$ cat config.mk
export PLATFORM = sky130hd
export DESIGN_NAME = life_logic
export DESIGN_NICKNAME = d
export VERILOG_FILES = /design/src/rtl/life_logic.sv
export SDC_FILE = /design/constraint.sdc
export NUM_CORES = 1
export LEC_CHECK = 0
export CORE_MARGIN = 2
export CORE_UTILIZATION = 50
export DETAILED_ROUTE_END_ITERATION = 8
export DONT_BUFFER_PORTS = 1
export SLEW_MARGIN = 10
export SYNTH_ARGS = -nofsm -noshare
export SYNTH_HDL_FRONTEND = slang
export SYNTH_SLANG_ARGS = --single-unit
$ cat constraint.sdc
create_clock -name clk_in -period 2.8 [get_ports clk_in]
set_input_delay 0.14 -clock clk_in [delete_from_list [all_inputs] [get_ports clk_in]]
set_output_delay 0.14 -clock clk_in [all_outputs]
set_load 0.02 [all_outputs]
$ cat src/rtl/life_logic.sv
// ---------------------------------------------------------------------------------------------
// life_logic: Conway generation engine between the generation timer and double_buffer.
// On a step request it sweeps every cell of the toroidal board. For each cell it reads the
// 3x3 neighbourhood from the front buffer and writes the next-generation state to the back
// buffer. At the end of the sweep it pulses swap/done and increments the generation count.
//
// Ports
//   clk_in            system clock, rising edge
//   rst_in            synchronous active-low reset
//   step_in           one-cycle request for one generation (honoured only when idle)
//   logic_data_r_in   front-buffer read data, valid READ_LAT cycles after its address
//   logic_addr_r_out  front-buffer read address (y*BOARD_W + x)
//   logic_addr_w_out  back-buffer write address
//   logic_data_w_out  next-generation cell state
//   logic_wr_en_out   back-buffer write strobe, one cycle per cell
//   swap_out          one-cycle buffer swap pulse
//   busy_out          high while a generation is in progress
//   done_out          one-cycle pulse coincident with swap_out
//   gen_out           completed-generation count (wrapping)
// ---------------------------------------------------------------------------------------------
module life_logic #(
   parameter int unsigned BOARD_W  = 64,
   parameter int unsigned BOARD_H  = 48,
   parameter int unsigned ADDR_W   = 12,
   parameter int unsigned READ_LAT = 1,
   parameter int unsigned GEN_W    = 16
) (
   input  logic              clk_in,
   input  logic              rst_in,
   input  logic              step_in,
   input  logic              logic_data_r_in,
   output logic [ADDR_W-1:0] logic_addr_r_out,
   output logic [ADDR_W-1:0] logic_addr_w_out,
   output logic              logic_data_w_out,
   output logic              logic_wr_en_out,
   output logic              swap_out,
   output logic              busy_out,
   output logic              done_out,
   output logic [GEN_W-1:0]  gen_out
);

   localparam int unsigned XW = (BOARD_W > 1) ? $clog2(BOARD_W) : 1;
   localparam int unsigned YW = (BOARD_H > 1) ? $clog2(BOARD_H) : 1;
   localparam int unsigned DW = (READ_LAT > 1) ? $clog2(READ_LAT) : 1;
   localparam logic [XW-1:0] XLast = XW'(BOARD_W - 1);
   localparam logic [YW-1:0] YLast = YW'(BOARD_H - 1);

   typedef enum logic [2:0] {StIdle, StRead, StDrain, StWrite, StSwap} state_e;

   state_e            state_q, state_d;
   logic [XW-1:0]     x_q, x_d, x_nx;
   logic [YW-1:0]     y_q, y_d, y_nx;
   logic [3:0]        k_q, k_d;
   logic [DW-1:0]     dcnt_q, dcnt_d;
   logic [3:0]        n_q, n_d;
   logic              alive_q, alive_d;
   logic              last_cell;
   // Tag pipeline tracking which returned datum is valid and which one is the centre cell.
   logic [READ_LAT-1:0] pv_q, pv_d, pc_q, pc_d;
   logic [READ_LAT:0]   pv_ext, pc_ext;
   logic                push, push_center;

   logic [ADDR_W-1:0] addr_r_q, addr_r_d, addr_w_q, addr_w_d;
   logic              data_w_q, data_w_d, wr_en_q, wr_en_d;
   logic              swap_q, swap_d, busy_q, busy_d, done_q, done_d;
   logic [GEN_W-1:0]  gen_q, gen_d;

   function automatic logic [ADDR_W-1:0] cell_addr(input logic [XW-1:0] cx,
                                                   input logic [YW-1:0] cy);
      return ADDR_W'(cy) * ADDR_W'(BOARD_W) + ADDR_W'(cx);
   endfunction

   // Address of neighbour k (row-major over dy then dx, each in -1..+1) with toroidal wrap.
   function automatic logic [ADDR_W-1:0] nb_addr(input logic [XW-1:0] cx,
                                                 input logic [YW-1:0] cy,
                                                 input logic [3:0]    k);
      logic [XW-1:0] xm, xp, nx;
      logic [YW-1:0] ym, yp, ny;
      xm = (cx == '0) ? XLast : cx - 1'b1;
      xp = (cx == XLast) ? '0 : cx + 1'b1;
      ym = (cy == '0) ? YLast : cy - 1'b1;
      yp = (cy == YLast) ? '0 : cy + 1'b1;
      case (k)
         4'd0, 4'd3, 4'd6: nx = xm;
         4'd1, 4'd4, 4'd7: nx = cx;
         default:          nx = xp;
      endcase
      case (k)
         4'd0, 4'd1, 4'd2: ny = ym;
         4'd3, 4'd4, 4'd5: ny = cy;
         default:          ny = yp;
      endcase
      return cell_addr(nx, ny);
   endfunction

   always_comb begin
      state_d     = state_q;
      x_d         = x_q;
      y_d         = y_q;
      k_d         = k_q;
      dcnt_d      = dcnt_q;
      n_d         = n_q;
      alive_d     = alive_q;
      addr_r_d    = addr_r_q;
      addr_w_d    = addr_w_q;
      data_w_d    = data_w_q;
      wr_en_d     = 1'b0;
      swap_d      = 1'b0;
      done_d      = 1'b0;
      busy_d      = busy_q;
      gen_d       = gen_q;
      push        = 1'b0;
      push_center = 1'b0;

      x_nx      = (x_q == XLast) ? '0 : x_q + 1'b1;
      y_nx      = (x_q != XLast) ? y_q : ((y_q == YLast) ? '0 : y_q + 1'b1);
      last_cell = (x_q == XLast) && (y_q == YLast);

      // Capture the datum whose address went out READ_LAT cycles ago.
      if ((state_q == StRead || state_q == StDrain) && pv_q[READ_LAT-1]) begin
         if (pc_q[READ_LAT-1]) begin
            alive_d = logic_data_r_in;
         end else begin
            n_d = n_q + {3'b000, logic_data_r_in};
         end
      end

      case (state_q)
         StIdle: begin
            if (step_in) begin
               state_d  = StRead;
               x_d      = '0;
               y_d      = '0;
               k_d      = 4'd0;
               n_d      = 4'd0;
               busy_d   = 1'b1;
               addr_r_d = nb_addr('0, '0, 4'd0);
            end
         end
         StRead: begin
            push        = 1'b1;
            push_center = (k_q == 4'd4);
            if (k_q == 4'd8) begin
               state_d = StDrain;
               dcnt_d  = '0;
            end else begin
               k_d      = k_q + 4'd1;
               addr_r_d = nb_addr(x_q, y_q, k_q + 4'd1);
            end
         end
         StDrain: begin
            if (dcnt_q == DW'(READ_LAT - 1)) begin
               // Uses the post-capture count so the final datum is included.
               state_d  = StWrite;
               wr_en_d  = 1'b1;
               addr_w_d = cell_addr(x_q, y_q);
               data_w_d = (n_d == 4'd3) | (alive_d & (n_d == 4'd2));
            end else begin
               dcnt_d = dcnt_q + 1'b1;
            end
         end
         StWrite: begin
            if (last_cell) begin
               state_d = StSwap;
               swap_d  = 1'b1;
               done_d  = 1'b1;
               gen_d   = gen_q + GEN_W'(1);
            end else begin
               state_d  = StRead;
               x_d      = x_nx;
               y_d      = y_nx;
               k_d      = 4'd0;
               n_d      = 4'd0;
               addr_r_d = nb_addr(x_nx, y_nx, 4'd0);
            end
         end
         StSwap: begin
            state_d = StIdle;
            busy_d  = 1'b0;
         end
         default: state_d = StIdle;
      endcase

      pv_ext = {pv_q, push};
      pc_ext = {pc_q, push_center};
      pv_d   = pv_ext[READ_LAT-1:0];
      pc_d   = pc_ext[READ_LAT-1:0];
   end

   always_ff @(posedge clk_in) begin
      if (!rst_in) begin
         state_q  <= StIdle;
         x_q      <= '0;
         y_q      <= '0;
         k_q      <= '0;
         dcnt_q   <= '0;
         n_q      <= '0;
         alive_q  <= 1'b0;
         pv_q     <= '0;
         pc_q     <= '0;
         addr_r_q <= '0;
         addr_w_q <= '0;
         data_w_q <= 1'b0;
         wr_en_q  <= 1'b0;
         swap_q   <= 1'b0;
         busy_q   <= 1'b0;
         done_q   <= 1'b0;
         gen_q    <= '0;
      end else begin
         state_q  <= state_d;
         x_q      <= x_d;
         y_q      <= y_d;
         k_q      <= k_d;
         dcnt_q   <= dcnt_d;
         n_q      <= n_d;
         alive_q  <= alive_d;
         pv_q     <= pv_d;
         pc_q     <= pc_d;
         addr_r_q <= addr_r_d;
         addr_w_q <= addr_w_d;
         data_w_q <= data_w_d;
         wr_en_q  <= wr_en_d;
         swap_q   <= swap_d;
         busy_q   <= busy_d;
         done_q   <= done_d;
         gen_q    <= gen_d;
      end
   end

   assign logic_addr_r_out = addr_r_q;
   assign logic_addr_w_out = addr_w_q;
   assign logic_data_w_out = data_w_q;
   assign logic_wr_en_out  = wr_en_q;
   assign swap_out         = swap_q;
   assign busy_out         = busy_q;
   assign done_out         = done_q;
   assign gen_out          = gen_q;

endmodule

==> results of run 1 <==
synthesized netlist by cell type (5+ instances only):
cell	number
nand2_1	80
dfxtp_1	70
nor2_1	60
a21oi_1	54
o21ai_0	23
clkbuf_1	19
a31oi_1	17
inv_1	17
nand3_1	16
ha_1	14
nor3_1	13
xor2_1	13
xnor2_1	12
o21ai_1	11
and3_1	9
buf_2	9
nand4_1	7
o211ai_1	7
buf_4	6
nand2b_1	6
a211oi_1	5
a21oi_2	5
nor2b_1	5
cell families after synthesis:
logic type	count (synthesis)	synth area share, %
AO/OA/AOI/OAI	172	25.0
XOR/XNOR	26	5.22
adder cells (fa/ha/maj)	14	3.89
buffers and inverters	56	5.91
flip-flops	70	31.1
multiplexers	5	1.17
AND/OR/NAND/NOR	241	27.7
power by group through the flow:
stage                     Clock (mW)  Combinational [mW]  Sequential [mW]
after detailed placement           0               0.173             1.08
after global routing           0.967               0.201             1.06
final                          0.900               0.183             1.06
after floorplan                    0               0.135             1.07
after global placement             0               0.172             1.08
after CTS                      0.919               0.181             1.06
per-stage QoR:
stage / instance area, um^2 / hold slack, ns
2_1_floorplan: 4510 / 0.324
3_3_place_gp: 4610 / 0.265
3_5_place_dp: 4610 / 0.267
4_1_cts: 4850 / 0.0277
5_1_grt: 4860 / 0.0584
6_report: 4860 / 0.0322
worst register-to-register path: stages (launching register included):
cell and delay (ns):
dfxtp_1 0.51, ha_1 0.23, and3_4 0.25, and2_4 0.19
nor3_1 0.05, a21oi_1 0.25, ha_1 0.25, nor2b_2 0.27
and4bb_1 0.23, a21oi_1 0.05, o31ai_2 0.18
routing by layer:
metal  vias to the layer above  global-route usage [%]  part of all wire [%]
met5                         -                       0                     0
met4                         0                    10.2                   2.5
met3                        34                    4.82                   6.8
met2                       180                    45.4                    47
met1                      2093                    36.0                    43
li1                       2097                       -                     -
state kept, by name, indices dropped and copies added (netlist names):
register and cells:
gen_out 16, logic_addr_r_out 12, logic_addr_w_out 12, x_q 6
y_q 6, k_q 4, n_q 4, state_q 3
alive_q 1, busy_out 1, done_out 1, logic_data_w_out 1
logic_wr_en_out 1, pc_q 1, pv_q 1
final timing paths:
check	start	endpoint	depth (start not counted)	slack (ns)
worst max-delay path	y_q[1]$_SDFFE_PN0P_	logic_addr_r_out[10]$_SDFFE_PN0P_	10	0.25
worst min-delay path	rst_in	logic_addr_r_out[2]$_SDFFE_PN0P_	3	0.03
worst max register to register	y_q[1]$_SDFFE_PN0P_	logic_addr_r_out[10]$_SDFFE_PN0P_	10	0.25
worst min register to register	n_q[0]$_SDFF_PN0_	n_q[0]$_SDFF_PN0_	2	0.52
what timing repair did:
action,in CTS,in global routing
resized for setup,0,4
endpoints found under the setup margin,0,3
hold buffers,3,0
buffers inserted,0,0
endpoints found under the hold margin,15,0
area by class of cell:
class                   count  share of cell area, %
repair buffers             25                   4.02
flip-flops and latches     70                   28.9
inverters                  18                   1.39
clock inverters             6                   1.78
multi-input cells         458                   58.6
well taps                 108                   2.78
clock buffers               9                   2.55
==> summary.md, run 1 <==
| Metric | Value |
|---|---|
| Startpoint types | flip-flop |
| Count of final hold-check violations | 0 |
| Seq cells post-synth | 70 |
| Post-Syn Instances | between 500 and 600 |
| CTS tree | yes |
| Initial antenna violation count | 0 |
| Ranking of synthesized cells by area | dfxtp_1, nand2_1, a21oi_1 |
| Critical path peak fanout | 9 |
| FF/Latch Area | between 0.001 and 0.0015 mm^2 |
| Placed instance count | slightly below 700 |
| EDFF count, synth | 0 |
| Via count | around 4400 |
| Util after Layout | 55.7% |
| Synth warnings | 0 |
| Switching power | about 0.57 mW |
| # IOs | 49 |
| Max Slew Vio Count | 0 |
| Die width | 98.9 um |
| Chip height | around 100 um |
| Worst setup margin | around 0.25 ns |
| Starting Density | between 50% and 60% |
| Synthesized area per cell | 7.72 um^2 |
| CTS Sinks | 70 |
| GRT Total Usage | approximately 28% |
| Internal Pwr Total | about 1.6 mW |
| # port buffers | 0 |
| Commonest cells after routing, fill and taps aside | nand2_1, dfxtp_1, nor2_1 |
| Fillers | 826 |
| Post-synth top area share | a little under a third |
| Crit path time final | approximately 2.6 ns |
| Clk Latency, worst-skew pair | ~0.35 ns |
| Netlist Area Pre-Place | between 0.004 and 0.005 mm^2 |
| Max H-tree Level | 3 |
| Unrepaired setup endpoints after global routing | no |
| Ys flop type | dfxtp_1 |
| Maximum capacitance violations | 0 |
| Worst Tran Pin Value | about 0.71 ns |
| Worst setup EP type | flip-flop |
| # diodes | 0 |
| Static Leak | between 1.5 and 2 nW |
| DR iter-0 viols | ~320 |
| Outcome | completed |
| WP data arrival | roughly 2.8 ns |
| Global-route wire length before repair | ~22000 um |
| Commonest non-fill, non-tap cell in the layout | nand2_1 |
| CP max stage cell | dfxtp_1 |
| WL final | ~13000 um |
| DR DRC count | 0 |
| Maximum clock insertion buffer count | 2 |
| Buf/Inv on CP | 0 |
| Routability congestion estimate | between 0.9 and 1 |
| Crit path kind | reg2reg |
| Post-synth ARST share | 0% |
| Hpwl dp | between 9000 and 10000 um |
| Die Area | roughly 0.0098 mm^2 |
| Rel. slew slack | between 50% and 60% |
| Setup Viol. Count Final | 0 |
| Fin crit share | 91.2% |
| Hold Path Class | in2reg |
| Max frequency | 392 MHz |
| Routed vias/inst | 6.35 |
| Register area share after synthesis | 31.1% |
| Core Area | 0.00872 mm^2 |
| Clock power frac | between 40% and 50% |
| Final setup TNS | 0 ns |
| Number of global-route vias before repair | ~4000 |
| Maximum VDD drop | 0.000279 V |
| TritonCTS Buffers | 9 |
| Synth unique cells | approximately 80 |
| Mapped Nets | around 600 |
| Nets | 600 |
| Post-route ant nets | 0 |
| Critical path cell sequence | ha_1, and3_4, and2_4, nor3_1, a21oi_1, ha_1, nor2b_2, and4bb_1, a21oi_1, o31ai_2 |
| Area of the multi-input gates | roughly 0.0028 mm^2 |
| Reg clk slew, reported paths | around 0.08 ns |
| Overall Power | around 2.1 mW |
| Area growth syn-to-layout | 7.75% |
| Pwr dens | 441 mW/mm^2 |
| Drt pass-1 iters | 6 |
| Switching Fraction | roughly a quarter |
| Comb pwr share | roughly 8.5% |
| Critical path required time | approximately 3 ns |
| Grt total ovfl | 0 |
| Seq pwr share | between 40% and 50% |
| Worst path max stage delay | just over 0.5 ns |
| Crit path max-delay family | simple AND/OR/NAND/NOR gates |
| Place WS | 0.206 ns |
| Routed length per instance | 19.2 um |
| Share of cells above drive strength 1 | 13.1% |
| Largest net degree at the start of global routing | 24 |
| Synth area leader | dfxtp_1 |
| Root Buffer | clkbuf_8 |
| Setup Skew | about 0.012 ns |
| Finished Layout Cells | slightly below 700 |
| Std cell rows | 34 |
Power figures use the tool's default switching activity.
==> inputs of run 2 (changes only) <==
- CORE_MARGIN: 2 -> 5
==> summary.md, run 2 (synthesis gave the netlist of run 1 again) <==
| Metric | Value |
|---|---|
| Nets | 602 |
| Die width | roughly 100 um |
| # port buffers | 0 |
| Hpwl dp | around 9700 um |
| Unrepaired setup endpoints after global routing | no |
| Number of global-route vias before repair | 4051 |
| # diodes | 0 |
| Max H-tree Level | 3 |
| Via count | ~4500 |
| Maximum capacitance violations | 0 |
| Max reg flops | 16 |
| Commonest non-fill, non-tap cell in the layout | nand2_1 |
| TritonCTS Buffers | 9 |
| Reg clk slew, reported paths | 0.08 ns |
| Post-Layout Inst Area | between 0.004 and 0.005 mm^2 |
| Routed length per instance | roughly 19 um |
| Rel. slew slack | between 40 and 50% |
| Reg2reg path depth | 9 |
| Max frequency | around 390 MHz |
| Crit path time final | 2.58 ns |
| Critical path required time | 3.08 ns |
| Crit path kind | reg2reg |
| Worst hold start | step_in |
| Worst setup margin | between 0.2 and 0.25 ns |
| Final setup TNS | 0 ns |
| RR Startpoint | x_q[1]$_SDFFE_PN0P_ |
| Setup Viol. Count Final | 0 |
| Reg-to-Reg End | logic_addr_r_out[9]$_SDFFE_PN0P_ |
| Routed vias/inst | ~6.4 |
| Die Area | 0.0110 mm^2 |
| Startpoint types | flip-flop |
| Fin crit share | between 90% and 100% |
| Starting Density | 51.4% |
| DR iter-0 viols | ~360 |
| Routability congestion estimate | roughly 1 |
| Drt pass-1 iters | 6 |
| Place WS | roughly 0.23 ns |
| Setup Skew | 0.0125 ns |
| Max Slew Vio Count | 0 |
| Core Area | a little under 0.009 mm^2 |
| Std cell rows | 34 |
| Initial antenna violation count | 0 |
| Worst Tran Pin Value | ~0.75 ns |
| # IOs | 49 |
| Count of final hold-check violations | 0 |
| Worst path max stage delay | around 0.51 ns |
| Static Leak | 1.81 nW |
| CP max stage cell | dfxtp_1 |
| Worst hold path depth | 2 |
| Commonest cells after routing, fill and taps aside | nand2_1, dfxtp_1, nor2_1 |
| Area growth syn-to-layout | 7.97% |
| Share of cells above drive strength 1 | about an eighth |
| DR DRC count | 0 |
| Worst reg-to-reg setup slack | ~0.22 ns |
| Grt total ovfl | 0 |
| Chip height | about 100 um |
| Global-route wire length before repair | about 21000 um |
| Pwr dens | around 440 mW/mm^2 |
| Critical path cell sequence | ha_2, and2_1, nand2_4, a21oi_1, ha_1, nor2b_1, nor3b_1, o31ai_1, a41oi_1 |
| Outcome | completed |
| Placed Area | about 0.0046 mm^2 |
| Clk Latency, worst-skew pair | approximately 0.35 ns |
| Hold Path Class | in2reg |
| Root Buffer | clkbuf_8 |
| Maximum VDD drop | approximately 0.00024 V |
| Maximum clock insertion buffer count | 2 |
| WL final | around 13000 um |
| Endpoint, Worst Hold | state_q[2]$_SDFFE_PN0P_ |
| Largest net degree at the start of global routing | 22 |
| CTS Sinks | 70 |
| Post-route ant nets | 0 |
| Critical path peak fanout | 10 |
| WP data arrival | 2.86 ns |
| Worst setup EP type | flip-flop |
| CTS tree | yes |
| GRT Total Usage | a little under a quarter |
==> run 2: area by class of cell <==
type | count | area [um^2]
flip-flops and latches | 70 | 1400
clock inverters | 6 | 86.3
fillers | 831 | 3900
well taps | 108 | 135
clock buffers | 9 | 124
repair buffers | 27 | 210
multi-input cells | 458 | 2840
inverters | 18 | 67.6
==> run 2: layer usage <==
metal  global-route usage, %  up-vias  wire length [um]
met5                       0        -                 0
met1                    32.0     2075              5640
li1                        -     2106                 -
met2                    36.9      240              6110
met4                    11.3        0               560
met3                    4.69       46               997
==> run 2: per-stage QoR <==
step                      power, mW  hold WS, ns  std cells  utilization (%)
after floorplan                1.21        0.324        584                -
after CTS                      2.17       0.0132        696             55.5
after global routing           2.24       0.0203        696             55.5
final                          2.14       0.0295        696             55.5
after detailed placement       1.26        0.271        678             52.8
after global placement         1.26        0.267        678             52.8
==> run 2: repair_timing <==
item | CTS | global route
endpoints found under the hold margin | 15 | 0
hold buffers | 3 | 0
endpoints found under the setup margin | 0 | 1
setup buffers | 0 | 0
gates resized for setup | 0 | 1
==> run 2: worst max-delay path by stage <==
| stage | start | to | cells past startpoint |
|---|---|---|---|
| after floorplan | y_q[1]$_SDFFE_PN0P_ | logic_addr_r_out[9]$_SDFFE_PN0P_ | 11 |
| after global placement | x_q[1]$_SDFFE_PN0P_ | logic_addr_r_out[9]$_SDFFE_PN0P_ | 9 |
| after detailed placement | x_q[1]$_SDFFE_PN0P_ | logic_addr_r_out[9]$_SDFFE_PN0P_ | 9 |
| after CTS | x_q[1]$_SDFFE_PN0P_ | logic_addr_r_out[9]$_SDFFE_PN0P_ | 9 |
| after global routing | x_q[1]$_SDFFE_PN0P_ | logic_addr_r_out[9]$_SDFFE_PN0P_ | 9 |
| final | x_q[1]$_SDFFE_PN0P_ | logic_addr_r_out[9]$_SDFFE_PN0P_ | 9 |
==> run 2: power by group <==
group / total (mW) / internal (mW) / switching, mW
sequential: 1.06 / 1.02 / 0.0428
clock: 0.900 / 0.497 / 0.403
combinational: 0.185 / 0.0631 / 0.122
==> run 2: worst max-delay path: cells and delay by family, from the launching register on <==
kind	cells	cell delay, ns
and+or+nand+nor	4	0.90
adders and majority gates	2	0.57
AOI/OAI and AO/OA	3	0.54
DFF	1	0.51
==> inputs of run 3 (changes only) <==
- CELL_PAD_IN_SITES_DETAIL_PLACEMENT: not set -> 1
- CELL_PAD_IN_SITES_GLOBAL_PLACEMENT: not set -> 1
- CORE_UTILIZATION: 50 -> 47
- CTS_CLUSTER_SIZE: not set -> 30
- PLACE_DENSITY_LB_ADDON: not set -> 0.1
==> summary.md, run 3 (synthesis gave the netlist of run 1 again) <==
| Metric | Value |
|---|---|
| Grt total ovfl | 0 |
| Startpoint types | flip-flop |
| Worst Tran Pin Value | ~0.78 ns |
| Maximum VDD drop | between 0.0002 and 0.00025 V |
| Global-route wire length before repair | about 24000 um |
| Routability congestion estimate | about 0.90 |
| Worst reg-to-reg setup slack | 0.15 ns |
| Crit-path most repeated cell | ha_1 |
| Via count | 4492 |
| Count of final hold-check violations | 0 |
| Hpwl dp | 10700 um |
| Reg2reg path depth | 10 |
| WL final | between 10000 and 15000 um |
| Area growth syn-to-layout | 7.88% |
| Util after Layout | between 50% and 60% |
| Buf/Inv on CP | 0 |
| Worst setup EP type | flip-flop |
| Fillers | approximately 1200 |
| Max Slew Vio Count | 0 |
| CP max stage cell | dfxtp_1 |
| Placed instance count | 699 |
| RR Startpoint | x_q[1]$_SDFFE_PN0P_ |
| Unrepaired setup endpoints after global routing | no |
| Fin crit share | a little over nine tenths |
| Starting Density | between 40 and 50% |
| DR DRC count | 0 |
| Endpoint, Worst Hold | state_q[2]$_SDFFE_PN0P_ |
| Std cell rows | 35 |
| Routed vias/inst | approximately 6.3 |
| Critical path cell sequence | ha_1, and2_1, nand2_4, nor3_1, a21oi_1, ha_1, nor2b_2, nor3b_1, o31ai_1, a41oi_1 |
| Finished Layout Cells | a little over 700 |
| WP data arrival | around 2.9 ns |
| Clk Latency, worst-skew pair | ~0.36 ns |
| Worst hold path depth | 2 |
| Area of the multi-input gates | 0.00284 mm^2 |
| Placed Area | approximately 0.0046 mm^2 |
| Maximum clock insertion buffer count | 2 |
| Commonest non-fill, non-tap cell in the layout | nand2_1 |
| TritonCTS Buffers | 9 |
| Chip height | roughly 110 um |
| Routed length per instance | around 21 um |
| Setup Skew | between 0.015 and 0.02 ns |
| Number of global-route vias before repair | approximately 4500 |
| CTS tree | yes |
| Reg clk slew, reported paths | roughly 0.090 ns |
| Static Leak | ~1.8 nW |
| Die width | ~110 um |
| Final setup TNS | 0 ns |
| Nets | roughly 600 |
| Drt pass-1 iters | 4 |
| FF/Latch Area | 0.00140 mm^2 |
| Commonest cells after routing, fill and taps aside | nand2_1, dfxtp_1, nor2_1 |
| Post-Layout Inst Area | a little under 0.005 mm^2 |
| DR iter-0 viols | approximately 320 |
| Max reg flops | 16 |
| Max H-tree Level | 3 |
| Die Area | roughly 0.012 mm^2 |
| Hold slack | 0.0271 ns |
| CTS Sinks | 70 |
| Crit path kind | reg2reg |
| Rel. slew slack | 48.2% |
| GRT Total Usage | 25.8% |
| Share of cells above drive strength 1 | roughly 13% |
| Largest net degree at the start of global routing | 20 |
| Max frequency | 377 MHz |
| Critical path peak fanout | 10 |
| Post-route ant nets | 0 |
| Pwr dens | ~430 mW/mm^2 |
| Reg-to-Reg End | logic_addr_r_out[9]$_SDFFE_PN0P_ |
| Crit path time final | 2.65 ns |
| Core Area | 0.00928 mm^2 |
| Worst hold start | step_in |
| Outcome | completed |
| Critical path required time | ~3 ns |
| Crit path max-delay family | simple AND/OR/NAND/NOR gates |
| Post-CTS setup buffers | 0 |
| Worst path max stage delay | roughly 0.5 ns |
| Initial antenna violation count | 0 |
| # IOs | 49 |
| Root Buffer | clkbuf_8 |
| # diodes | 0 |
| Setup Viol. Count Final | 0 |
| Hold Path Class | in2reg |
| Maximum capacitance violations | 0 |
| # port buffers | 0 |
-- run 3: report_power, final --
group / switching (mW) / total [mW] / internal [mW]
sequential: 0.0432 / 1.06 / 1.02
combinational: 0.125 / 0.187 / 0.0620
clock: 0.417 / 0.827 / 0.410
total: 0.584 / 2.07 / 1.49
-- run 3: repair_timing --
item	4_1_cts	5_1_grt
endpoints found under the hold margin	15	0
gates resized for setup	0	1
hold buffers	2	0
setup endpoints to repair	0	3
-- run 3: layout make-up --
type,count,area share [%]
clock buffer,10,2.62
clock inverter,6,1.29
inverter,18,1.39
multi-input combinational,458,58.4
sequential,70,28.8
tap,129,3.32
timing repair buffer,26,4.12
-- run 3: how the worst max path moves through the flow --
| stage | from | endpoint | depth (start not counted) |
|---|---|---|---|
| finish | x_q[1]$_SDFFE_PN0P_ | logic_addr_r_out[9]$_SDFFE_PN0P_ | 10 |
| global route | x_q[1]$_SDFFE_PN0P_ | logic_addr_r_out[9]$_SDFFE_PN0P_ | 10 |
| CTS | x_q[1]$_SDFFE_PN0P_ | logic_addr_r_out[9]$_SDFFE_PN0P_ | 9 |
| detailed placement | x_q[1]$_SDFFE_PN0P_ | logic_addr_r_out[9]$_SDFFE_PN0P_ | 9 |
| global placement | x_q[1]$_SDFFE_PN0P_ | logic_addr_r_out[9]$_SDFFE_PN0P_ | 9 |
| floorplan | y_q[1]$_SDFFE_PN0P_ | logic_addr_r_out[9]$_SDFFE_PN0P_ | 11 |
-- run 3: layer usage --
metal  up-vias  part of all wire [%]  track usage, %
met4         0                   3.0            10.5
li1       2098                     -               -
met2       130                    49            43.9
met5         -                     0               0
met1      2226                    43            32.2
met3        38                   5.0            4.44
-- run 3: worst register-to-register path, cell delays in order (launching register included) --
cell and delay (ns):
dfxtp_1 0.50, ha_1 0.38, and2_1 0.25, nand2_4 0.13, nor3_1 0.24, a21oi_1 0.12
ha_1 0.23, nor2b_2 0.19, nor3b_1 0.14, o31ai_1 0.22, a41oi_1 0.13
-- run 3: stage by stage --
stage	power (mW)	worst slack (ns)
floorplan	1.21	0.515
global placement	1.26	0.449
detailed placement	1.26	0.208
CTS	2.09	0.150
global route	2.14	0.0133
finish	2.07	0.145
